### config.mk
export PLATFORM = sky130hd
export DESIGN_NAME = fwd_hazard_scoreboard
export DESIGN_NICKNAME = d
export VERILOG_FILES = /design/src/rtl/fwd_pkg.sv /design/src/rtl/fwd_operand_match.sv /design/src/rtl/fwd_hazard_scoreboard.sv
export SDC_FILE = /design/constraint.sdc
export NUM_CORES = 1
export LEC_CHECK = 0
export CORE_ASPECT_RATIO = 1.1
export CORE_MARGIN = 3
export CORE_UTILIZATION = 50
export CTS_CLUSTER_SIZE = 14
export DETAILED_ROUTE_END_ITERATION = 7
export PLACE_DENSITY = 0.89
export SLEW_MARGIN = 20
export SYNTH_ARGS = -nofsm -noshare
export SYNTH_HDL_FRONTEND = slang
export SYNTH_SLANG_ARGS = --single-unit
### constraint.sdc
create_clock -name clk -period 3.4 [get_ports clk]
set_input_delay 0.68 -clock clk [delete_from_list [all_inputs] [get_ports clk]]
set_output_delay 0.68 -clock clk [all_outputs]
set_load 0.005 [all_outputs]
### src/rtl/fwd_pkg.sv
// Shared encodings and the shadow-pipeline entry type for the forwarding scoreboard.
// Entry fields are sized for the widest supported configuration; narrower designs zero-extend.
package fwd_pkg;

    localparam int SEL_RF     = 0;
    localparam int REG_ZERO   = 0;
    localparam int MAX_ADDR_W = 8;
    localparam int MAX_SEL_W  = 8;

    typedef struct packed {
        logic                  valid;
        logic                  wen;
        logic [MAX_ADDR_W-1:0] dst;
        logic [MAX_SEL_W-1:0]  rdy;
    } fwd_entry_t;

    function automatic int sel_link(input int depth);
        return depth + 1;
    endfunction

endpackage

### src/rtl/fwd_operand_match.sv
// Priority scan of the shadow pipeline for one decode operand: youngest match decides
// between a stage bypass and a hazard; the link path is only a fallback.
module fwd_operand_match
    import fwd_pkg::*;
#(
    parameter int ADDR_W   = 5,
    parameter int DEPTH    = 3,
    parameter int LINK_REG = 31,
    parameter int SEL_W    = $clog2(DEPTH + 2)
) (
    input  fwd_entry_t [DEPTH-1:0] entries,
    input  logic [ADDR_W-1:0]      src,
    input  logic                   used,
    input  logic                   link_wen_w,
    output logic [SEL_W-1:0]       sel,
    output logic                   hazard
);

    logic found;

    // NOTE: every output of this block gets a default before any branch, so no latch can form.
    always_comb begin
        found  = 1'b0;
        sel    = SEL_W'(SEL_RF);
        hazard = 1'b0;
        if (used && src != ADDR_W'(REG_ZERO)) begin
            for (int k = 1; k <= DEPTH; k++) begin
                if (!found && entries[k-1].valid && entries[k-1].wen &&
                    entries[k-1].dst == MAX_ADDR_W'(src)) begin
                    found = 1'b1;
                    if (MAX_SEL_W'(k) >= entries[k-1].rdy) sel = SEL_W'(k);
                    else                                    hazard = 1'b1;
                end
            end
            if (!found && link_wen_w && src == ADDR_W'(LINK_REG))
                sel = SEL_W'(sel_link(DEPTH));
        end
    end

endmodule

### src/rtl/fwd_hazard_scoreboard.sv
// Shadow pipeline of in-flight destination tags driving decode bypass selects and
// load-use / multi-cycle stalls, plus a saturating stalled-cycle counter.
module fwd_hazard_scoreboard
    import fwd_pkg::*;
#(
    parameter int ADDR_W   = 5,
    parameter int DEPTH    = 3,
    parameter int NUM_SRC  = 2,
    parameter int LINK_REG = 31,
    parameter int SEL_W    = $clog2(DEPTH + 2),
    parameter int CNT_W    = 16
) (
    input  logic                      clk,
    input  logic                      rst,
    input  logic                      id_valid,
    input  logic [NUM_SRC*ADDR_W-1:0] id_src,
    input  logic [NUM_SRC-1:0]        id_src_used,
    input  logic                      id_wen,
    input  logic [ADDR_W-1:0]         id_dst,
    input  logic [SEL_W-1:0]          id_rdy_stage,
    input  logic                      flush,
    input  logic                      link_wen_w,
    output logic [NUM_SRC*SEL_W-1:0]  fwd_sel,
    output logic                      stall,
    output logic [CNT_W-1:0]          stall_cnt
);

    fwd_entry_t [DEPTH-1:0] entries;
    fwd_entry_t             ins;
    logic [NUM_SRC-1:0]     hazard;
    logic                   insert;

    assign insert = id_valid & ~stall & ~flush;

    // A ready stage of 0 means "forwardable from stage 1"; normalise it on entry.
    always_comb begin
        ins       = '0;
        ins.valid = insert;
        ins.wen   = id_wen;
        ins.dst   = MAX_ADDR_W'(id_dst);
        ins.rdy   = (id_rdy_stage == '0) ? MAX_SEL_W'(1) : MAX_SEL_W'(id_rdy_stage);
    end

    // NOTE: only the valid bits matter after reset, but clearing whole entries keeps the
    // tag compare free of X in simulation; this is a few flops, not a RAM.
    always_ff @(posedge clk) begin
        if (rst) begin
            entries <= '0;
        end else begin
            // NOTE: non-blocking assignment makes every stage shift from its old neighbour.
            entries[0] <= ins;
            for (int k = 1; k < DEPTH; k++) entries[k] <= entries[k-1];
        end
    end

    for (genvar g = 0; g < NUM_SRC; g++) begin : g_match
        fwd_operand_match #(
            .ADDR_W  (ADDR_W),
            .DEPTH   (DEPTH),
            .LINK_REG(LINK_REG),
            .SEL_W   (SEL_W)
        ) u_match (
            .entries   (entries),
            .src       (id_src[g*ADDR_W +: ADDR_W]),
            .used      (id_src_used[g]),
            .link_wen_w(link_wen_w),
            .sel       (fwd_sel[g*SEL_W +: SEL_W]),
            .hazard    (hazard[g])
        );
    end

    assign stall = id_valid & ~flush & (|hazard);

    always_ff @(posedge clk) begin
        if (rst)                             stall_cnt <= '0;
        else if (stall && stall_cnt != '1)   stall_cnt <= stall_cnt + 1'b1;
    end

    rdy_stage_legal: assert property (@(posedge clk) disable iff (rst)
        (id_valid && id_wen) |-> (id_rdy_stage <= SEL_W'(DEPTH)));

endmodule

==> metrics.cfg <==
[status]
outcome = complete, no violations

[cts]
clk_pin_slew_worst_paths_ps = 80
clockBufferDepth = 2
cts-root-buf = clkbuf_8
cts_buffers = 5
postCtsHoldBufs = 0
clk_latency_ps = 290
htreeDepth = 2
clock_sinks = 44
cts_tree = yes

[power_and_ir_drop]
p_int_w = 0.000813
power_switching_w = 0.000241
power.leakage_nw = 1.29
p_sw_share_pct = 22.9
pwr-share-seq_pct = 51.4
power.density_nw_per_um2 = 337
ir_drop_v = 0.000274
p_comb_share_pct = 11.5
clkPwrFrac_pct = 37.1
design_power_total_w = 0.00105

[cells_and_area]
drive_gt1_share_pct = 16.1
final_common_cell = dfxtp_1
final_cell_mix = 44 x dfxtp_1, 35 x nor2b_1, 33 x clkdlybuf4s50_1, 33 x buf_4, 31 x nor2_1
fin_nets = 361
areaGrowthSynthToFinish_pct = 38.5
diodes = 0
post-route-util_pct = 72.5

[flow_run]
drv_cap = 0

[sta]
skew_ps = 5.54
fmax_mhz = 302
fin_crit_ps = 3310
finalCritPeriodShare_pct = 97.5
finalHoldViolCount = 0
rsz0062_at_grt = yes
slew_violations = 0
finalSetupViolations = 0
tightestPinTransition_ps = 912
slew_headroom_pct = 39.2

[critical_path]
start_kind = primary input
cp-end-kind = output port
crit_required_ps = 2720
rr_worst_depth = 10
worstSetupPathType = primary input to output port
worstPathMaxFanout = 3
arrival_ps = 2630

[logic_synthesis]
yosys.area.top_type = dfxtp_1
synth_area_um2 = 2260
synth_top_area_share_pct = 39.0
yosys_warnings = 0
synth-seq-area-share_pct = 39.0
netlist-cell-type-count = 41
synth_area_leaders = dfxtp_1 39%, nor2b_1 9.7%, xor2_1 7.4%, nor2_1 5.2%, xnor2_1 4.7%
synth-seq-cells = 44
syn_nets = 281
synthCells = 254
avgSynthCellArea_um2 = 8.89

[floorplanning]
io_pins = 49
start_util_pct = 52.3
die_h_um = 76.5
die_x_um = 70.1
fp.dieArea_um2 = 5360
row_count = 25
core_um2 = 4320

[grt]
grt_pass1_vias = 2197
grt-ovfl-total = 0
grt_pass1_wl_um = 9780
grt.total_usage_pct = 22.3
grt_max_degree = 58
antenna_found_initial = 0

[place]
place.gp.congestion = 0.904
port_buffers = 48
post-dp-hpwl_um = 4160

[routing]
vias = 2116
wire_per_inst_um = 14.6
route.detailed.drc = 0
dr.pass1.iters = 4
ant_nets = 0
drt_wl_total_um = 5700
vias_per_cell = 5.44
drt-initial-drc-count = 104

[min_path]
hp-class = flop to flop
hold_depth = 1

[critical path, cell delays in order]
cell	delay (ps)
dlygate4sd2_1	270
buf_4	150
buf_4	130
xor2_1	130
nor2_1	140
nand4_1	170
nor3_2	180
a21oi_1	110
nor2_1	140
clkdlybuf4s50_1	520
[what timing repair did]
| item | in CTS | in global routing |
|---|---|---|
| setup endpoints to repair | 7 | 4 |
| hold endpoints to repair | 0 | 0 |
| pin swaps | 7 | 2 |
| buffers inserted | 4 | 1 |
| resized for setup | 14 | 5 |
[path summary, 6_finish.rpt]
path              slack [ps]                   start                         to
setup / recovery          90               id_src[0]                 fwd_sel[0]
hold / removal           450   entries[0]$_SDFF_PP0_     entries[18]$_SDFF_PP0_
setup reg to reg         700  entries[27]$_SDFF_PP0_  stall_cnt[1]$_SDFFE_PP0P_
hold reg to reg          450   entries[0]$_SDFF_PP0_     entries[18]$_SDFF_PP0_
[state kept, by name, indices dropped and copies added, names as in the netlist]
register	flops
stall_cnt	16
entries	28
[per-stage QoR]
stage | instances | setup WS (ps) | area (um2) | TNS [ps] | hold slack, ps
global placement | 376 | -273 | 2970 | -1000 | 419
detailed placement | 376 | -378 | 2970 | -1480 | 436
CTS | 388 | 49.9 | 3100 | 0 | 455
finish | 389 | 85.9 | 3130 | 0 | 445
floorplan | 254 | 786 | 2260 | 0 | 414
global route | 389 | -50.0 | 3130 | -73.3 | 463
[final cells by class]
cell class | count | area [um2]
clock buffers | 6 | 72.6
clock inverters | 2 | 35.0
fillers | 313 | 1190
multi-input cells | 202 | 1360
flip-flops and latches | 44 | 881
well taps | 54 | 67.6
repair buffers | 81 | 709
[layer usage]
layer	track usage, %	up-vias	routed length [um]
li1	-	1047	-
met1	27.2	1003	2560
met2	39.1	57	2840
met3	4.49	9	205
met4	7.09	0	95
met5	0	-	0
[power groups by stage]
stage	combinational (W)	clock [W]	sequential (W)
2_1_floorplan	0.0000576	0	0.000549
3_3_place_gp	0.000119	0	0.000553
3_5_place_dp	0.000122	0	0.000553
4_1_cts	0.000119	0.000399	0.000541
5_1_grt	0.000134	0.000418	0.000543
6_report	0.000121	0.000391	0.000541
[kinds of logic (layout without fill, tap and decap cells)]
| family | count (synthesis) | in the layout | share of synthesized area [%] |
|---|---|---|---|
| adder cells (fa/ha/maj) | 1 | 1 | 0.554 |
| flip-flops | 44 | 44 | 39.0 |
| buffers and inverters | 8 | 89 | 1.83 |
| AND/OR/NAND/NOR | 132 | 132 | 32.3 |
| AO/OA/AOI/OAI | 27 | 27 | 8.92 |
| XOR/XNOR | 31 | 31 | 12.0 |
| multiplexers | 11 | 11 | 5.37 |
[Yosys cell counts, drive strengths merged]
master / number
nor4: 1
a22oi: 1
a31o: 4
nor3: 11
a41oi: 1
a2111oi: 1
nor3b: 1
a21o: 1
mux2: 9
nand4: 7
a31oi: 2
or2: 1
nor2: 31
o2111ai: 1
o211ai: 1
and4: 5
and2: 2
a32o: 1
clkbuf: 6
a211o: 1
o31ai: 1
nand2b: 6
dfxtp: 44
nor4b: 1
nand3: 14
nor2b: 35
nand2: 9
ha: 1
or4b: 1
o21ai: 3
a21oi: 9
or4: 3
buf: 2
xnor2: 12
xor2: 19
mux2i: 2
and3: 4
(Power assumes the default switching activity.)
